`src/rtl/ov_capture.sv`:
```
// OV7670 capture front end: samples the camera pins in the system clock domain, packs
// RGB565 byte pairs into RGB444 pixels and writes them linearly into the frame buffer.
module ov_capture #(
  parameter int unsigned H_ACTIVE = 640,
  parameter int unsigned V_ACTIVE = 480,
  parameter int unsigned ADDR_W   = 19
) (
  input  logic              I_clk,
  input  logic              I_rst,
  input  logic              capture_en,
  input  logic              cam_pclk,
  input  logic              cam_vsync,
  input  logic              cam_href,
  input  logic [7:0]        cam_data,
  output logic              wr_en,
  output logic [ADDR_W-1:0] wr_addr,
  output logic [11:0]       wr_data,
  output logic              frame_done,
  output logic              overflow,
  output logic              busy
);

  // One spare bit so the count can sit at the limit even when the frame fills the address space.
  localparam int unsigned CNT_W     = ADDR_W + 1;
  localparam int unsigned PIX_TOTAL = H_ACTIVE * V_ACTIVE;
  localparam logic [CNT_W-1:0] PIX_LIMIT = CNT_W'(PIX_TOTAL);

  typedef enum logic [1:0] {
    IDLE    = 2'd0,
    WAIT_VS = 2'd1,
    CAPTURE = 2'd2,
    DONE    = 2'd3
  } state_t;

  state_t           state;
  logic             pclk_s1, pclk_s2, pclk_s3;
  logic             vsync_s1, vsync_s2, vsync_s3;
  logic             href_s1, href_s2;
  logic [7:0]       data_s1, data_s2;
  logic             phase;
  logic [6:0]       hi_byte;
  logic [CNT_W-1:0] pix_cnt;
  logic             pclk_rise;
  logic             vs_rise;
  logic             vs_fall;

  // Asynchronous camera pins into the I_clk domain; pclk and vsync get an extra stage for edges.
  always_ff @(posedge I_clk) begin
    if (I_rst) begin
      pclk_s1  <= 1'b0;
      pclk_s2  <= 1'b0;
      pclk_s3  <= 1'b0;
      vsync_s1 <= 1'b0;
      vsync_s2 <= 1'b0;
      vsync_s3 <= 1'b0;
      href_s1  <= 1'b0;
      href_s2  <= 1'b0;
      data_s1  <= 8'd0;
      data_s2  <= 8'd0;
    end else begin
      pclk_s1  <= cam_pclk;
      pclk_s2  <= pclk_s1;
      pclk_s3  <= pclk_s2;
      vsync_s1 <= cam_vsync;
      vsync_s2 <= vsync_s1;
      vsync_s3 <= vsync_s2;
      href_s1  <= cam_href;
      href_s2  <= href_s1;
      data_s1  <= cam_data;
      data_s2  <= data_s1;
    end
  end

  assign pclk_rise = pclk_s2 & ~pclk_s3;
  assign vs_rise   = vsync_s2 & ~vsync_s3;
  assign vs_fall   = ~vsync_s2 & vsync_s3;

  // Capture FSM; DONE separates the last pixel write from the frame_done pulse.
  always_ff @(posedge I_clk) begin
    if (I_rst) begin
      state      <= IDLE;
      phase      <= 1'b0;
      hi_byte    <= 7'd0;
      pix_cnt    <= '0;
      wr_en      <= 1'b0;
      wr_addr    <= '0;
      wr_data    <= 12'd0;
      frame_done <= 1'b0;
      overflow   <= 1'b0;
      busy       <= 1'b0;
    end else begin
      wr_en      <= 1'b0;
      frame_done <= 1'b0;
      case (state)
        IDLE: begin
          if (capture_en) state <= WAIT_VS;
        end
        WAIT_VS: begin
          if (!capture_en) begin
            state <= IDLE;
          end else if (vs_fall) begin
            state   <= CAPTURE;
            pix_cnt <= '0;
            phase   <= 1'b0;
            busy    <= 1'b1;
          end
        end
        CAPTURE: begin
          if (!href_s2) begin
            phase <= 1'b0;
          end else if (pclk_rise) begin
            if (!phase) begin
              // Keep only the high-byte bits that survive the RGB565 -> RGB444 reduction.
              hi_byte <= {data_s2[7:4], data_s2[2:0]};
              phase   <= 1'b1;
            end else begin
              phase <= 1'b0;
              if (pix_cnt < PIX_LIMIT) begin
                wr_en   <= 1'b1;
                wr_addr <= pix_cnt[ADDR_W-1:0];
                wr_data <= {hi_byte, data_s2[7], data_s2[4:1]};
                pix_cnt <= pix_cnt + CNT_W'(1);
              end else begin
                overflow <= 1'b1;
              end
            end
          end
          if (vs_rise) begin
            state <= DONE;
            busy  <= 1'b0;
          end
        end
        DONE: begin
          frame_done <= 1'b1;
          state      <= capture_en ? WAIT_VS : IDLE;
        end
        default: state <= IDLE;
      endcase
    end
  end

endmodule

```
`config.mk`:
```
export PLATFORM = sky130hd
export DESIGN_NAME = ov_capture
export DESIGN_NICKNAME = d
export VERILOG_FILES = /design/src/rtl/ov_capture.sv
export SDC_FILE = /design/constraint.sdc
export NUM_CORES = 1
export LEC_CHECK = 0
export BUFFER_PORTS_ARGS = -buffer_cell sky130_fd_sc_hd__buf_2
export CORE_UTILIZATION = 55
export DETAILED_ROUTE_END_ITERATION = 6
export GPL_TIMING_DRIVEN = 0
export PLACE_DENSITY = 0.78
export RECOVER_POWER = 25
export SYNTH_ARGS = -nofsm -noshare
export SYNTH_HDL_FRONTEND = slang
export SYNTH_SLANG_ARGS = --single-unit
```
`constraint.sdc`:
```
create_clock -name I_clk -period 2.1 [get_ports I_clk]
set_input_delay 0.105 -clock I_clk [delete_from_list [all_inputs] [get_ports I_clk]]
set_output_delay 0.105 -clock I_clk [all_outputs]
set_load 0.01 [all_outputs]
```
---- Word-level counts from Yosys, hierarchy flattened ----
Cells that the tools add are included.
W data, S select, Z words.
operators by class
  shift operators ......................... 0
  bitwise gates (word level) .............. 11
  divide/modulo/power cells ............... 0
  reductions and logical operators ........ 10
  equality and inequality tests ........... 13
  $lt $le $gt $ge ......................... 1
  $mul .................................... 0
  mux-type cells .......................... 25
  add/sub/neg operators ................... 1
operator list
  operator                 number
  $mux W20                 6
  $pmux W20 S2             1
  $add A20 B1 Y20 const B  1
  $lt A20 B19 Y1 const B   1
  $ne A2 B2 Y1 const B     8
  $reduce_and A4 Y1        3
  $mux W1                  11
  $reduce_and A5 Y1        2
  $mux W2                  4
  $not A1 Y1               8
  $pmux W2 S4              1
  $reduce_and A7 Y1        1
  $ne A3 B3 Y1 const B     2
  $reduce_or A5 Y1         1
  $eq A2 B2 Y1 const B     2
  $pmux W1 S2              2
  $and A1 B1 Y1            3
  $reduce_and A3 Y1        1
  $eq A2 B1 Y1 const B     1
  $logic_not A2 Y1         1
  $reduce_bool A2 Y1       1
word-level totals
  memories ................................ 0
  word-level logic and storage cells ...... 81
  output and inout port bits .............. 35
  latch bits .............................. 0
  input port bits ......................... 14
  RAM bits ................................ 0
  flip-flop bits (word level) ............. 89
  memory bits (read-only) ................. 0

---- Depth between registers and ports, before layout ----
  word-level depth ........................ 6
  mapped depth ............................ 7
  depth with buffers taken out ............ 6

---- Worst setup path after synthesis ----
No wires, ideal clock.
  path kind ............................... register to register
  start ................................... register (tool-made name)
  end ..................................... register pix_cnt[5]
  period minus slack after synthesis ...... 1.839 ns
  path buffers ............................ 1
  data arrival time ....................... 1.769 ns
  library setup time ...................... 0.071 ns
  required time ........................... 2.029 ns
  stages on the path, launching flop included .. 7
  setup slack ............................. 0.261 ns
  cell sequence ........................... dfxtp_1 -> or3b_1 -> or2_1 -> buf_6 -> o21a_4 -> or4_1 -> a21oi_1
RTL lines
  item                  RTL line  RTL
  end signal, assigned  122       pix_cnt <= pix_cnt + CNT_W'(1);
  end, declared         42        logic [CNT_W-1:0] pix_cnt;

==> results by group <==
Final layout
  – Non-Filler Cell Area, Final: 0.00390 mm²
  – Ratio of cells with drive above 1 in the final layout: 0.165
  – Count of non-filler cells in the finished layout: 515
  – Filler cell count: 462
  – Post-layout net count: 453
  – N_diodes: 0
  – Area added between synthesis and finish: 21.2%

Yosys
  – Post-synth cell types: 39
  – Count of yosys warnings during synthesis: 0
  – Area leader, netlist: sky130_fd_sc_hd__dfxtp_1
  – Portion of the post-synthesis area used by sequential elements: 0.554
  – Share of synthesized flip-flops with an asynchronous set or reset: 0
  – Cell with the most instances after synthesis: sky130_fd_sc_hd__dfxtp_1
  – Fraction of the mapped netlist area in simple logic gates: 0.249
  – Post-synthesis cell count: 366
  – Portion of synthesized cell area occupied by the leading cell type: 0.554
  – Top post-synthesis cells by count: 89 x sky130_fd_sc_hd__dfxtp_1, 80 x sky130_fd_sc_hd__nand2_1, 47 x sky130_fd_sc_hd__a21oi_1, 26 x sky130_fd_sc_hd__nor2b_1, 20 x sky130_fd_sc_hd__nor2_1
  – Main combinational cell family by area after synthesis: simple AND/OR/NAND/NOR gates
  – Area share of fa/ha/maj cells after synthesis: 0.00389
  – Most used flip-flop cell after synthesis: sky130_fd_sc_hd__dfxtp_1
  – Avg Inst Size Synth: 8.79 µm²
  – Share of synthesized area spent on multiplexers: 0.0218
  – Cell area after synthesis: 0.00322 mm²
  – Area share of xor/xnor cells in the synthesized design: 0.00817
  – Number of flip-flops and latches in the synthesized netlist: 89
  – Cell types with the largest area share after synthesis: sky130_fd_sc_hd__dfxtp_1 55%, sky130_fd_sc_hd__nand2_1 9.3%, sky130_fd_sc_hd__a21oi_1 7.3%
  – Post-Synthesis Net Count: 381
  – Share of the synthesized area in compound gates (AO/OA/AOI/OAI): 0.132
  – Number of enable-type register cells in the synthesized netlist: 0

Detailed routing
  – Routed vias: 2,768
  – Number of DRC markers in iteration 0: 182
  – Antenna-violating nets left: 0
  – DR vias/cell: 5.37
  – Number of remaining DRC errors: 0
  – Average detailed-routed wire length per instance: 13.4 µm
  – Detailed Routing Iterations Pass 1: 4
  – Routed WL: 6920 µm

Floorplan
  – Core area: 0.00557 mm²
  – Die area: 0.00616 mm²
  – Number of standard-cell rows in the floorplan: 27
  – Vertical die dimension: 78.5 µm
  – Initial Utilization: 0.577
  – Top Ports: 49
  – Die width: 78.5 µm

STA
  – RSZ-0062 raised after global routing: false
  – # setup viols final: 0
  – Final setup skew: 0.00949 ns
  – Slew at the pin closest to its max-slew limit: 0.590 ns
  – Count of final max-slew check failures: 0
  – Endpoints failing hold: 0
  – Period utilisation layout: 0.948
  – Aggregate negative setup slack: 0 ns
  – F_max: 0.502 GHz
  – Minimum clock period: 1.99 ns
  – Max transition margin: 0.607

Clock network
  – CTS tree: done
  – H-tree level count: 3
  – Clock sinks: 89
  – Number of clock buffers inserted by TritonCTS: 9
  – Cell at the root of the clock tree: sky130_fd_sc_hd__clkbuf_8
  – Maximum number of buffers from clock root to sink: 2
  – Insertion delay of the later-clocked pin in the worst-skew pair: 0.37 ns
  – Clock input transition at the sequential cells of the worst setup and hold paths: 0.10 ns

Power
  – Static leakage: 0.00152 µW
  – Total power divided by cell area: 779 mW/mm²
  – Maximum vdd drop: 0.644 mV

Placement
  – Number of placed instances with taps included: 486
  – GPL Wtd Cong: 0.906
  – Sum of net half-perimeters after detailed placement: 4660 µm
  – Post-DP Area: 0.00355 mm²
  – Number of port buffers: 48

Global route
  – Overall overflow remaining after global route: 0
  – Maximum number of pins on one net before global-route repair: 18
  – Wire length of the first global-routing pass: 11,400 µm
  – Number of global-route vias before repair: 2,495
  – Number of antenna violations at the first check in global routing: 0
  – GR Util All Layers: 0.241

Outcome
  – Outcome: finished clean

Job
  – Max-cap violations: 0

Hold path
  – Hold crit path type: in2reg

Critical path
  – Worst setup path endpoint: pix_cnt[5]
  – FF-to-FF setup slack: 0.11 ns
  – Reg-to-reg endpoint: pix_cnt[5]
  – Required @ worst endpoint: 2.41 ns
  – Top fanout value on the critical path: 9
  – Kind of critical path: reg2reg
  – CP Launch Type: register
  – FF-to-FF path depth: 6
  – Worst setup EP type: register
  – Arrival time reported for the critical path endpoint: 2.30 ns
## final cells by class
class / instances / area [µm²] / area share
well taps: 72 / 90.1 / 0.0231
flip-flops and latches: 89 / 1780 / 0.457
plain buffers: 18 / 85.1 / 0.0218
multi-input cells: 254 / 1360 / 0.349
repair buffers: 61 / 357 / 0.0915
clock inverters: 7 / 83.8 / 0.0215
clock buffers: 9 / 124 / 0.0318
inverters: 5 / 18.8 / 0.00481
## cells in the final DEF, fill, tap and decap left out, types with 2 or more instances in the layout
cell type and n:
sky130_fd_sc_hd__inv_1 5, sky130_fd_sc_hd__a31oi_1 2, sky130_fd_sc_hd__o211ai_1 4, sky130_fd_sc_hd__nand3_1 9, sky130_fd_sc_hd__nor3_1 4, sky130_fd_sc_hd__dlygate4sd3_1 11
sky130_fd_sc_hd__a21oi_1 46, sky130_fd_sc_hd__clkbuf_8 9, sky130_fd_sc_hd__clkbuf_1 17, sky130_fd_sc_hd__clkbuf_2 2, sky130_fd_sc_hd__mux2i_1 7, sky130_fd_sc_hd__inv_6 4
sky130_fd_sc_hd__dfxtp_1 89, sky130_fd_sc_hd__nand4_1 2, sky130_fd_sc_hd__nor4_1 3, sky130_fd_sc_hd__o21ai_0 13, sky130_fd_sc_hd__xnor2_1 3, sky130_fd_sc_hd__or4_1 5
sky130_fd_sc_hd__or3_1 4, sky130_fd_sc_hd__nor2b_1 25, sky130_fd_sc_hd__nand2_1 80, sky130_fd_sc_hd__nor2_1 18, sky130_fd_sc_hd__buf_2 44, sky130_fd_sc_hd__and3_1 6
sky130_fd_sc_hd__or2_1 2, sky130_fd_sc_hd__buf_4 2
## per-stage QoR
stage | utilization | total power, µW | setup WS, ns | hold WS, ns
floorplan | - | 1800 | 0.261 | 0.233
global placement | 0.636 | 1820 | -0.0251 | 0.311
detailed placement | 0.636 | 1820 | -0.0675 | 0.319
CTS | 0.696 | 3040 | 0.00553 | 0.00407
global route | 0.699 | 3130 | 0.0102 | 0.00807
finish | 0.699 | 3040 | 0.108 | 0.00927
## cell families after synthesis
| group | after synthesis |
|---|---|
| XOR/XNOR | 3 |
| adder cells (fa/ha/maj) | 1 |
| multiplexers | 7 |
| buffers and inverters | 23 |
| flip-flops | 89 |
| AND/OR/NAND/NOR | 168 |
| AO/OA/AOI/OAI | 75 |
## metal layers
layer	global-route usage	share of wire
met1	0.282	0.44
met3	0.0523	0.036
met2	0.419	0.51
met5	0	0
met4	0.111	0.017
## how the worst min path moves through the flow
stage | start | endpoint | slack [ns] | cells after the start
final | capture_en | state[0] | 0.009 | 3
after floorplan | cam_data[0] | data_s1[0] | 0.23 | 1
after global placement | cam_vsync | vsync_s1 | 0.31 | 2
after detailed placement | cam_data[2] | data_s1[2] | 0.32 | 2
after global routing | capture_en | state[0] | 0.008 | 3
after CTS | capture_en | state[0] | 0.004 | 3
## sequential cells by signal, summed over array words and instances (netlist names), 7 cells and up, named ones only
name     cells
data_s1      8
hi_byte      7
wr_data     12
pix_cnt     20
wr_addr     19
data_s2      8
## critical path, cell delays in order, from the launching register on
cell	delay, ns
sky130_fd_sc_hd__dfxtp_1	0.35
sky130_fd_sc_hd__or3b_1	0.41
sky130_fd_sc_hd__or2_1	0.26
sky130_fd_sc_hd__buf_6	0.14
sky130_fd_sc_hd__o21a_4	0.14
sky130_fd_sc_hd__or4_1	0.49
sky130_fd_sc_hd__a21oi_2	0.14
## report_power, final
part / internal [µW] / leakage, µW / switching (µW)
logic: 40.0 / 0.000694 / 45.9
clock network: 575 / 0.000103 / 661
registers: 1710 / 0.000722 / 7.51
## timing repair
item,CTS,global route
pin swaps,1,1
endpoints found under the setup margin,37,35
resized for setup,2,10
hold endpoints to repair,11,0
setup buffers,2,0
hold buffers,11,0
No activity file was read; power rests on OpenSTA's default activity.
